$ cat config.mk
export PLATFORM = sky130hd
export DESIGN_NAME = ma_unit
export DESIGN_NICKNAME = d
export VERILOG_FILES = /design/src/rtl/ma_unit.sv
export SDC_FILE = /design/constraint.sdc
export NUM_CORES = 1
export LEC_CHECK = 0
export CORE_ASPECT_RATIO = 1.75
export CORE_MARGIN = 2
export CORE_UTILIZATION = 40
export DETAILED_ROUTE_END_ITERATION = 10
export PLACE_DENSITY = 0.76
export RECOVER_POWER = 100
export SKIP_CTS_REPAIR_TIMING = 1
export SYNTH_ARGS = -nofsm -noshare
export SYNTH_HDL_FRONTEND = slang
export SYNTH_SLANG_ARGS = --single-unit
$ cat constraint.sdc
create_clock -name clk -period 1.9 [get_ports clk]
set_clock_uncertainty 0.1 [all_clocks]
set_input_delay 0.285 -clock clk [delete_from_list [all_inputs] [get_ports clk]]
set_output_delay 0.285 -clock clk [all_outputs]
set_load 0.02 [all_outputs]
$ cat src/rtl/ma_unit.sv
// ma_unit: multi-cycle memory-access stage with request/ready handshake,
// timeout abort and misaligned/illegal access detection.
module ma_unit #(
  parameter int TIMEOUT = 16
) (
  input  logic        clk,
  input  logic        reset,
  input  logic        in_valid,
  input  logic        isLd,
  input  logic        isSt,
  input  logic [31:0] aluResult,
  input  logic [31:0] op2,
  output logic        stall,
  output logic [31:0] ldResult,
  output logic        done,
  output logic        err,
  output logic        mem_req,
  output logic        mem_we,
  output logic [31:0] mem_addr,
  output logic [31:0] mem_wdata,
  input  logic        mem_ready,
  input  logic [31:0] mem_rdata
);
  typedef enum logic [1:0] {IDLE, REQ, DONE, ERR} state_t;
  state_t state;
  logic [7:0] cnt;
  logic go;
  assign go = in_valid & (isLd | isSt);
  assign stall = ((state == IDLE) & go) | (state == REQ);
  always_ff @(posedge clk) begin
    if (!reset) begin
      state     <= IDLE;
      mem_req   <= 1'b0;
      mem_we    <= 1'b0;
      mem_addr  <= '0;
      mem_wdata <= '0;
      ldResult  <= '0;
      done      <= 1'b0;
      err       <= 1'b0;
      cnt       <= '0;
    end else begin
      done <= 1'b0;
      err  <= 1'b0;
      case (state)
        IDLE: if (go) begin
          if ((isLd & isSt) | (|aluResult[1:0])) begin
            state <= ERR;
            err   <= 1'b1;
          end else begin
            state     <= REQ;
            mem_req   <= 1'b1;
            mem_we    <= isSt;
            mem_addr  <= aluResult;
            mem_wdata <= op2;
            cnt       <= '0;
          end
        end
        REQ: if (mem_ready) begin
          mem_req <= 1'b0;
          done    <= 1'b1;
          state   <= DONE;
          if (!mem_we) ldResult <= mem_rdata;
        end else if (cnt == 8'(TIMEOUT - 1)) begin
          // memory never answered: abandon the request
          mem_req <= 1'b0;
          err     <= 1'b1;
          state   <= ERR;
        end else begin
          cnt <= cnt + 8'd1;
        end
        default: state <= IDLE;
      endcase
    end
  end
endmodule

==> tab_implementation.tex, run 1 <==
\begin{tabular}{lr}
\hline
Metric & Value \\
\hline
\multicolumn{2}{l}{\textbf{Run status}} \\
Run status & finished clean \\
\multicolumn{2}{l}{\textbf{Floorplan}} \\
Std-Cell Rows & 49 \\
Die ar. & 11500 um2 \\
Chip width & 81.8 um \\
I/O pins & 203 \\
CORE AREA & 10300 um2 \\
Die height & 140 um \\
Initial Utilization & 0.411 \\
\multicolumn{2}{l}{\textbf{Final layout}} \\
Area growth syn-to-layout & 61.1\% \\
Layout cells sized above 1 & 0.0666 \\
Core Util, Final & 0.662 \\
Final-stage net count & 804 \\
Antenna fix cells & 0 \\
Filler Cell Count & 857 \\
\multicolumn{2}{l}{\textbf{Pwr}} \\
Sequential power share & 0.474 \\
Power density of the placed cells & 744 nW/um2 \\
Static leakage & 2.73 nW \\
Max rail drop VDD & 0.000535 V \\
Combinational power share & 0.125 \\
Net switching power figure & 1.17 mW \\
Int Pwr & 3.90 mW \\
Clock group share of total power & 0.401 \\
Total chip power & 5.07 mW \\
Switching share of power & 0.231 \\
\multicolumn{2}{l}{\textbf{Synthesis}} \\
Most frequently used flop master after synthesis & sky130\_fd\_sc\_hd\_\_dfxtp\_1 \\
Fraction of post-synthesis cell area in the top cell type by area & 0.520 \\
Sequential element share of the synthesized area & 0.520 \\
Post-Syn Nets & 601 \\
Count of state elements after synthesis & 110 \\
Largest cells by area after synthesis & sky130\_fd\_sc\_hd\_\_dfxtp\_1, sky130\_fd\_sc\_hd\_\_nand2\_1, sky130\_fd\_sc\_hd\_\_a21boi\_1 \\
Number of instances in the synthesized netlist & 498 \\
Most common cell in the netlist & sky130\_fd\_sc\_hd\_\_nand2\_1 \\
Number of enable-type register cells in the synthesized netlist & 0 \\
Mean instance size in the synthesized netlist & 8.50 um2 \\
Syn. warnings & 0 \\
Post-synthesis cell area & 4230 um2 \\
Cell type contributing the most total cell area after synthesis & sky130\_fd\_sc\_hd\_\_dfxtp\_1 \\
Ranking of synthesized cells by instance count & sky130\_fd\_sc\_hd\_\_nand2\_1, sky130\_fd\_sc\_hd\_\_dfxtp\_1, sky130\_fd\_sc\_hd\_\_a21boi\_1 \\
Number of different library cells in the post-synthesis netlist & 39 \\
Fraction of registers with async set/reset & 0 \\
\multicolumn{2}{l}{\textbf{Worst setup path}} \\
Nature of the critical path endpoint & primary output \\
Source of the worst register-to-register timing path & cnt[4] \\
Category of the worst setup path launch point & flop \\
Critical Path Fanout Max & 4 \\
Capturing point of the worst reg2reg path & cnt[5] \\
Largest delay share family, worst path & buffers and inverters \\
Required time at the endpoint of the critical path & 1.51 ns \\
WS Path Type & reg2out \\
Max stage delay cell, worst path & sky130\_fd\_sc\_hd\_\_clkdlybuf4s50\_1 \\
Setup slack on the worst flop-to-flop path & 0.15 ns \\
Worst Reg2Reg Path Length in Cells & 5 \\
Largest incremental delay on the critical path & 0.65 ns \\
Endpoint arrival time on the critical path & 1.39 ns \\
Cell breakdown of the critical path & clkdlybuf4s50\_1 \\
Count of buffer and inverter cells on the critical path & 1 \\
\multicolumn{2}{l}{\textbf{STA}} \\
Worst hold slack across all endpoints & 0.232 ns \\
Final critical path time including I/O delays and setup & 1.77 ns \\
Count of pins over their slew limit & 0 \\
Final hold violation count & 0 \\
Final setup violation count & 0 \\
Achievable Freq & 565 MHz \\
Worst Setup Slack, final & 0.130 ns \\
Slew margin rel. & 0.760 \\
Least-Margin Pin Slew & 0.360 ns \\
Final worst path period share & 0.932 \\
RSZ-0062 raised after global routing & no \\
Final-layout setup total negative slack & 0 ns \\
\multicolumn{2}{l}{\textbf{Global routing}} \\
Pin count of the biggest net entering global routing & 45 \\
Total Routing Usage GR & 0.209 \\
Antenna violations before repair & 0 \\
First-pass GRT wire length & 19000 um \\
Number of global-route vias before repair & 4086 \\
Total grt overflow & 0 \\
\multicolumn{2}{l}{\textbf{Clock tree}} \\
Clock transition at path regs & 0.07 ns \\
Number of sinks handled by clock tree synthesis & 110 \\
Number of H-tree levels & 3 \\
Clock Root Buffer & sky130\_fd\_sc\_hd\_\_clkbuf\_16 \\
Later-pin clock latency in the skew report & 0.34 ns \\
TritonCTS clock tree & done \\
CTS buffer count & 9 \\
Maximum buffer depth of the clock tree & 2 \\
\multicolumn{2}{l}{\textbf{Worst hold path}} \\
Hold Startpoint & reset \\
Worst Hold Depth & 2 \\
Endpoint of the worst hold path & cnt[6] \\
Hold WC Path Type & in2reg \\
\multicolumn{2}{l}{\textbf{Detailed routing}} \\
DRC errors left & 0 \\
Average wire per standard cell & 14.2 um \\
Routed WL & 11900 um \\
Via count & 4076 \\
DRC marker count from the first detailed-route iteration & 140 \\
Number of nets still failing antenna checks after routing & 0 \\
Drt via density & 4.89 \\
First-pass DRT Iterations & 4 \\
\multicolumn{2}{l}{\textbf{Place}} \\
Number of buffer cells added on primary ports & 202 \\
HPWL after DPL & 9010 um \\
Pre-CTS setup slack & -0.176 ns \\
Final GP Congestion & 0.816 \\
\multicolumn{2}{l}{\textbf{Flow run}} \\
Max-cap check violation count & 0 \\
\hline
\end{tabular}
==> power groups by stage <==
stage / logic, mW / registers [mW] / clock network (mW)
finish: 0.635 / 2.40 / 2.03
global route: 0.686 / 2.41 / 2.17
CTS: 0.675 / 2.40 / 2.09
detailed placement: 0.672 / 2.46 / 0
global placement: 0.662 / 2.46 / 0
floorplan: 0.198 / 2.52 / 0
==> kinds of logic after synthesis <==
| logic type | synth area share |
|---|---|
| fa+ha+maj | 0.00295 |
| xor+xnor | 0.00207 |
| compound gates | 0.212 |
| buf+inv | 0.0384 |
| flops | 0.520 |
| simple gates | 0.225 |
==> sequential cells by signal, indices dropped and copies added, names as in the netlist <==
register   flops
mem_wdata     32
mem_req        1
mem_addr      32
err            1
done           1
mem_we         1
state          2
cnt            8
ldResult      32
==> stage by stage <==
step                cells  cell area [um2]
floorplan             498             4230
global placement      817             6520
detailed placement    817             6520
CTS                   833             6850
global route          833             6820
finish                833             6820
==> per-layer routing <==
layer | wire length (um) | up-vias | track usage
li1 | - | 2043 | -
met1 | 4340 | 1878 | 0.223
met2 | 6500 | 142 | 0.387
met3 | 879 | 13 | 0.0599
met4 | 144 | 0 | 0.0588
met5 | 0 | - | 0
==> area by class of cell <==
cell class	count	area, um2	area share
clock buffers	9	225	0.0330
repair buffers	227	2240	0.328
multi-input cells	349	1880	0.276
well taps	127	159	0.0233
clock inverters	7	103	0.0150
inverters	4	15.0	0.00220
flip-flops and latches	110	2200	0.323
==> how the worst max path moves through the flow <==
stage	cells past startpoint	end	slack, ns	from
6_report	1	mem_we	0.13	mem_we
2_1_floorplan	4	cnt[7]	0.27	cnt[4]
3_5_place_dp	5	stall	-0.18	in_valid
3_3_place_gp	5	stall	-0.15	isSt
4_1_cts	5	stall	-0.19	in_valid
5_1_grt	8	mem_wdata[28]	0.04	isLd
==> cell usage in the layout, fill, tap and decap left out, types with 3 or more instances in the layout <==
master                            count
sky130_fd_sc_hd__a21boi_0            76
sky130_fd_sc_hd__a21boi_1            19
sky130_fd_sc_hd__buf_12               4
sky130_fd_sc_hd__buf_4               15
sky130_fd_sc_hd__clkbuf_1             4
sky130_fd_sc_hd__clkbuf_16            9
sky130_fd_sc_hd__clkdlybuf4s50_1    100
sky130_fd_sc_hd__dfxtp_1            110
sky130_fd_sc_hd__dlygate4sd3_1      100
sky130_fd_sc_hd__inv_1                4
sky130_fd_sc_hd__inv_6                3
sky130_fd_sc_hd__nand2_1            197
sky130_fd_sc_hd__nand3_1              5
sky130_fd_sc_hd__nand4_1              6
sky130_fd_sc_hd__nor2_1               6
sky130_fd_sc_hd__o21ai_0              4
No activity file was read; power rests on OpenSTA's default activity.
==> inputs of run 2 (changes only) <==
--- a/config.mk
+++ b/config.mk
@@ -5,6 +5,7 @@
 export SDC_FILE = /design/constraint.sdc
 export NUM_CORES = 1
 export LEC_CHECK = 0
+export ABC_CLOCK_PERIOD_IN_PS = 1900
 export CORE_ASPECT_RATIO = 1.75
 export CORE_MARGIN = 2
 export CORE_UTILIZATION = 40
==> results of run 2 <==
The final DEF is identical to that of run 1; final timing and power are the same.
==> inputs of run 3 (changes only) <==
--- a/config.mk
+++ b/config.mk
@@ -6,11 +6,12 @@
 export NUM_CORES = 1
 export LEC_CHECK = 0
 export ABC_CLOCK_PERIOD_IN_PS = 1900
+export CAP_MARGIN = 25
 export CORE_ASPECT_RATIO = 1.75
 export CORE_MARGIN = 2
-export CORE_UTILIZATION = 40
+export CORE_UTILIZATION = 25
 export DETAILED_ROUTE_END_ITERATION = 10
-export PLACE_DENSITY = 0.76
+export PLACE_DENSITY = 0.51
 export RECOVER_POWER = 100
 export SKIP_CTS_REPAIR_TIMING = 1
 export SYNTH_ARGS = -nofsm -noshare
==> tab_implementation.tex, run 3 (same netlist as run 1, synthesis figures left out) <==
\begin{tabular}{lr}
\hline
Metric & Value \\
\hline
\multicolumn{2}{l}{\textbf{Detailed routing}} \\
Average wire per standard cell & 13.7 um (-3.5\%) \\
Drt via density & 4.38 (-10\%) \\
Number of nets still failing antenna checks after routing & 0 (unchanged) \\
DRC marker count from the first detailed-route iteration & 65 (-54\%) \\
Routed WL & 12800 um (+7.9\%) \\
First-pass DRT Iterations & 4 (unchanged) \\
DRC errors left & 0 (unchanged) \\
Via count & 4083 (+0.17\%) \\
\multicolumn{2}{l}{\textbf{STA}} \\
Least-Margin Pin Slew & 0.384 ns (+0.0238 ns) \\
Count of pins over their slew limit & 0 (unchanged) \\
Final critical path time including I/O delays and setup & 1.80 ns (+0.0289 ns) \\
Final hold violation count & 0 (unchanged) \\
RSZ-0062 raised after global routing & no \\
Worst hold slack across all endpoints & 0.318 ns (+0.0862 ns) \\
Slew margin rel. & 0.744 (-0.0159) \\
Final worst path period share & 0.947 (+0.0152) \\
Achievable Freq & 556 MHz (-1.6\%) \\
Final setup violation count & 0 (unchanged) \\
\multicolumn{2}{l}{\textbf{Worst setup path}} \\
WS Path Type & reg2out \\
Cell breakdown of the critical path & clkdlybuf4s50\_1 \\
Largest delay share family, worst path & buffers and inverters \\
Largest incremental delay on the critical path & 0.64 ns (about the same) \\
Nature of the critical path endpoint & primary output \\
Count of buffer and inverter cells on the critical path & 1 (unchanged) \\
Required time at the endpoint of the critical path & 1.51 ns (about the same) \\
Endpoint arrival time on the critical path & 1.41 ns (+0.02 ns) \\
Max stage delay cell, worst path & sky130\_fd\_sc\_hd\_\_clkdlybuf4s50\_1 \\
Critical Path Fanout Max & 4 (unchanged) \\
Category of the worst setup path launch point & flop \\
\multicolumn{2}{l}{\textbf{Clock tree}} \\
TritonCTS clock tree & done \\
CTS buffer count & 9 (unchanged) \\
Number of sinks handled by clock tree synthesis & 110 (unchanged) \\
Later-pin clock latency in the skew report & 0.34 ns (about the same) \\
Clock transition at path regs & 0.08 ns (about the same) \\
Number of H-tree levels & 3 (unchanged) \\
Maximum buffer depth of the clock tree & 2 (unchanged) \\
Clock Root Buffer & sky130\_fd\_sc\_hd\_\_clkbuf\_16 \\
\multicolumn{2}{l}{\textbf{Final layout}} \\
Biggest regs & ldResult: 32 flops, mem\_addr: 32 flops, mem\_wdata: 32 flops \\
Final instance area & 6870 um2 (+0.77\%) \\
Core Util, Final & 0.409 (-0.253) \\
Most frequent standard cell in the layout excluding fill and tap cells & sky130\_fd\_sc\_hd\_\_nand2\_1 \\
Antenna fix cells & 0 (unchanged) \\
Area growth syn-to-layout & 62.3\% \\
Layout cells sized above 1 & 0.0638 (-0.00274) \\
Leading cell types in the layout, fill and taps excluded & sky130\_fd\_sc\_hd\_\_nand2\_1, sky130\_fd\_sc\_hd\_\_dfxtp\_1, sky130\_fd\_sc\_hd\_\_clkdlybuf4s50\_1, sky130\_fd\_sc\_hd\_\_dlygate4sd3\_1, sky130\_fd\_sc\_hd\_\_a21boi\_0 \\
Filler Cell Count & 1742 (+100\%) \\
Final-stage net count & 803 (-0.12\%) \\
\multicolumn{2}{l}{\textbf{Floorplan}} \\
Die ar. & 18000 um2 (+57\%) \\
Initial Utilization & 0.252 (-0.159) \\
Std-Cell Rows & 63 (+29\%) \\
I/O pins & 203 (unchanged) \\
Chip width & 102 um (+25\%) \\
Die height & 176 um (+26\%) \\
CORE AREA & 16800 um2 (+63\%) \\
\multicolumn{2}{l}{\textbf{Global routing}} \\
Pin count of the biggest net entering global routing & 43 (-4.4\%) \\
Total grt overflow & 0 (unchanged) \\
Number of global-route vias before repair & 4004 (-2.0\%) \\
First-pass GRT wire length & 20000 um (+5.0\%) \\
Antenna violations before repair & 0 (unchanged) \\
Total Routing Usage GR & 0.141 (-0.0686) \\
\multicolumn{2}{l}{\textbf{Pwr}} \\
Net switching power figure & 1.19 mW (+1.9\%) \\
Int Pwr & 3.66 mW (-6.1\%) \\
Max rail drop VDD & 0.000350 V (-35\%) \\
Total chip power & 4.86 mW (-4.2\%) \\
Static leakage & 2.70 nW (-1.0\%) \\
Sequential power share & 0.494 (+0.020) \\
Power density of the placed cells & 707 nW/um2 (-5.0\%) \\
Combinational power share & 0.131 (+0.006) \\
Switching share of power & 0.246 (+0.0147) \\
Clock group share of total power & 0.375 (-0.026) \\
\multicolumn{2}{l}{\textbf{Worst hold path}} \\
Hold WC Path Type & in2reg \\
\multicolumn{2}{l}{\textbf{Flow run}} \\
Max-cap check violation count & 0 (unchanged) \\
\multicolumn{2}{l}{\textbf{Place}} \\
HPWL after DPL & 9620 um (+6.8\%) \\
Area after detailed placement & 6620 um2 (+1.6\%) \\
Number of buffer cells added on primary ports & 202 (unchanged) \\
Final GP Congestion & 0.755 (-7.6\%) \\
\multicolumn{2}{l}{\textbf{Run status}} \\
Run status & finished clean \\
\hline
\end{tabular}
-- run 3: power by group through the flow --
stage	sequential [mW]	clock, mW	combinational [mW]
floorplan	2.52	0	0.198
finish	2.40	1.82	0.636
global placement	2.46	0	0.678
CTS	2.40	1.92	0.686
detailed placement	2.46	0	0.683
global route	2.41	1.99	0.690
-- run 3: area by class of cell --
| class | count | area (um2) | share of cell area |
|---|---|---|---|
| Clock buffer | 11 | 243 | 0.0353 |
| Clock inverter | 5 | 42.5 | 0.00619 |
| Inverter | 4 | 15.0 | 0.00218 |
| Multi-Input combinational cell | 349 | 1870 | 0.272 |
| Sequential cell | 110 | 2200 | 0.320 |
| Tap cell | 227 | 284 | 0.0413 |
| Timing Repair Buffer | 226 | 2210 | 0.322 |
-- run 3: layer usage --
layer | routed length [um] | track usage
met2 | 6660 | 0.261
met3 | 1070 | 0.0467
met5 | 0 | 0
met4 | 204 | 0.0400
met1 | 4870 | 0.148
-- run 3: worst paths after layout --
kind / end / cells after the start / start / slack [ns]
max: mem_we / 1 / mem_we / 0.10
min: err / 3 / reset / 0.32
min reg2reg: mem_wdata[10] / 2 / mem_wdata[10] / 0.35
max reg2reg: cnt[7] / 4 / cnt[7] / 0.16
-- run 3: metrics by stage --
step                setup slack, ns  setup TNS [ns]  std cells
floorplan                     0.268               0        498
CTS                          -0.164          -0.164        932
detailed placement           -0.159           -5.01        916
finish                        0.101               0        932
global placement             -0.154           -2.92        916
global route                 0.0204               0        932
-- run 3: worst reg2reg max path, cell delays in order (launching register included) --
cell	delay, ns
sky130_fd_sc_hd__dfxtp_1	0.34
sky130_fd_sc_hd__or4_4	0.59
sky130_fd_sc_hd__o211ai_2	0.28
sky130_fd_sc_hd__o41ai_1	0.13
sky130_fd_sc_hd__a41o_1	0.20
==> RTL change: new RTL, flow settings as in run 1 <==
Change the parameter `TIMEOUT` from 16 to 12.
--- a/src/rtl/ma_unit.sv
+++ b/src/rtl/ma_unit.sv
@@ -2,5 +2,5 @@
 // timeout abort and misaligned/illegal access detection.
 module ma_unit #(
-  parameter int TIMEOUT = 16
+  parameter int TIMEOUT = 12
 ) (
   input  logic        clk,
Function: same outputs for any inputs over 4 cycles, from zero or initial values and one cycle with reset low; that may be too few to reach the edited logic, so the function may still have changed.
==> RTL change against run 1 <==
Sequential cell count unchanged. Area after synthesis increased by 1.6%. Wire length increased by 1.9%. Critical path type is now flop to flop. Sequential share of layout area decreased by 0.25 points. Critical path depth increased by 4. Core utilization decreased by 1.2 points. Highest routed layer unchanged. Worst setup slack got worse by 0.062 ns. Die area increased by 1.5%. Total power decreased by 1.3%. Cell area increased by 0.77%.
==> RTL change: results (changes against run 1) <==
- Worst IR Drop VDD: 0.0004946 V (-7.5%)
- Detailed Route Iter0 Violations: 96 (-31%)
- The pin count of the biggest net entering global routing is 46 (+2.2%).
- List of most frequent post-synthesis cells: 196 x nand2_1, 110 x dfxtp_1, 86 x a21boi_1
- Number of nets in the finished design: 811 (+0.87%)
- The count of TritonRoute iterations in the first routing pass is 4 (unchanged).
* Yosys warnings: 0 (unchanged)
- Clock network latency to the later pin of the worst-skew pair: 0.34 ns (about the same)
- Number of antenna diodes: 0 (unchanged)
* Vias: 4139 (+1.5%)
- The placed wire-length estimate is 9.220 mm (+2.4%).
- Count of flip-flops with a built-in enable after synthesis: 0 (unchanged)
* Largest delay contributor family on the critical path: compound AO/OA/AOI/OAI gates
* Share of the synthesized area in compound gates (AO/OA/AOI/OAI): 21.50% (+0.34 points)
* Number of CTS-inserted buffers: 9 (unchanged)
- Slew Limit Headroom: 69.96% (-6.1 points)
- Layout cell share with drive strength beyond 1: 5.767% (-0.89 points)
- The adder-cell share of the synthesized area came to 0.2910% (-0.0046 points).
- Maximum cell stage delay along the critical path: 0.47 ns (-0.18 ns)
- Post-synth cell types: 39 (unchanged)
* Routed wire length: 12.09 mm (+1.9%)
- The instance area at placement is 6570 µm² (+0.79%).
- Net count after synthesis: 607 (+1.0%)
- The largest registers in the layout are ldResult (32), mem_addr (32), mem_wdata (32).
* Portion of the post-synthesis area used by sequential elements: 51.21% (-0.80 points)
- Global-route wire length before repair: 18.98 mm (-0.25%)
- The leakage component of the power is 2.711 nW (-0.63%).
* Result of the run: finished, final reports clean
- The share of cell area taken by muxes after synthesis came to 0% (unchanged).
- The arrival time at the worst endpoint was 1.97 ns (+0.58 ns).
- Largest fanout on the critical path: 7 (+3)
* CTS tree: done
* Vias in the first global route: 3972 (-2.8%)
- The number of filler cells placed in the layout is 864 (+0.82%).
- The synthesized-area fraction occupied by xor and xnor cells was 0.2037% (-0.0032 points).
- Kind of path behind the tightest hold check: input port to flop
- Port Buf Inserts: 202 (unchanged)
* Initial antenna violation count: 0 (unchanged)
* Final weighted congestion in routability-driven placement: 0.8376 (+2.6%)
* Clock root cell: clkbuf_16
- On the critical path, the stage with the largest delay is an instance of o41ai_4.
* Total Routing Usage GR: 21.02% (+0.086 points)
* Longest Clk Path Bufs: 2 (unchanged)
* H-tree levels: 3 (unchanged)
* Area contributors post-synth: dfxtp_1 51%, nand2_1 17%, a21boi_1 15%, a21boi_0 1.9%, clkbuf_1 1.7%
* Switching Share: 22.02% (-1.1 points)
==> RTL change: cells by family (layout without fill, tap and decap cells) <==
group / after synthesis / after routing
compound gates: 123 / 123
flops: 110 / 110
buf+inv: 38 / 245
fa+ha+maj: 1 / 1
xor+xnor: 1 / 1
simple gates: 231 / 231
==> RTL change: tightest hold or removal path, stage by stage <==
cell and delay [ns]:
buf_2 0.18, nand2b_1 0.16, a211oi_1 0.06
==> RTL change: cell type report <==
| type | count | area [µm²] | share of cell area, % |
|---|---|---|---|
| timing repair buffer | 226 | 2255 | 32.81 |
| sequential | 110 | 2202 | 32.05 |
| multi-input combinational | 356 | 1922 | 27.97 |
| clock buffer | 11 | 242.7 | 3.532 |
| tap | 130 | 162.7 | 2.367 |
| clock inverter | 3 | 68.82 | 1.001 |
| inverter | 5 | 18.77 | 0.2731 |
==> RTL change: worst paths after layout <==
check / startpoint / end / slack [ns] / cells after the start
setup / recovery: cnt[4] / cnt[0] / 0.07 / 5
hold / removal: reset / state[1] / 0.29 / 3
setup reg to reg: cnt[4] / cnt[0] / 0.07 / 5
hold reg to reg: ldResult[4] / ldResult[4] / 0.35 / 2
==> RTL change: per-layer routing <==
metal  GRT usage, %  vias up  wire (µm)
met2          36.29      154       6056
met4          11.49        0        497
met3          4.738       27        921
met1          22.95     1891       4611
li1               -     2067          -
met5              0        -          0
==> RTL change: power by group through the flow <==
stage	registers [mW]	clock network, mW	logic [mW]
after global placement	2.44	0	0.659
after detailed placement	2.45	0	0.665
final	2.39	1.98	0.629
after floorplan	2.51	0	0.198
after global routing	2.40	2.12	0.681
after CTS	2.39	2.04	0.668
==> RTL change: per-stage QoR <==
stage,worst slack (ns),std cells,power [mW],util [%]
2_1_floorplan,0.3052,504,2.706,-
3_3_place_gp,-0.1899,826,3.104,62.14
3_5_place_dp,-0.2410,826,3.113,62.14
4_1_cts,-0.2485,840,5.105,65.09
5_1_grt,0.007560,841,5.202,64.99
6_report,0.06780,841,5.006,64.99
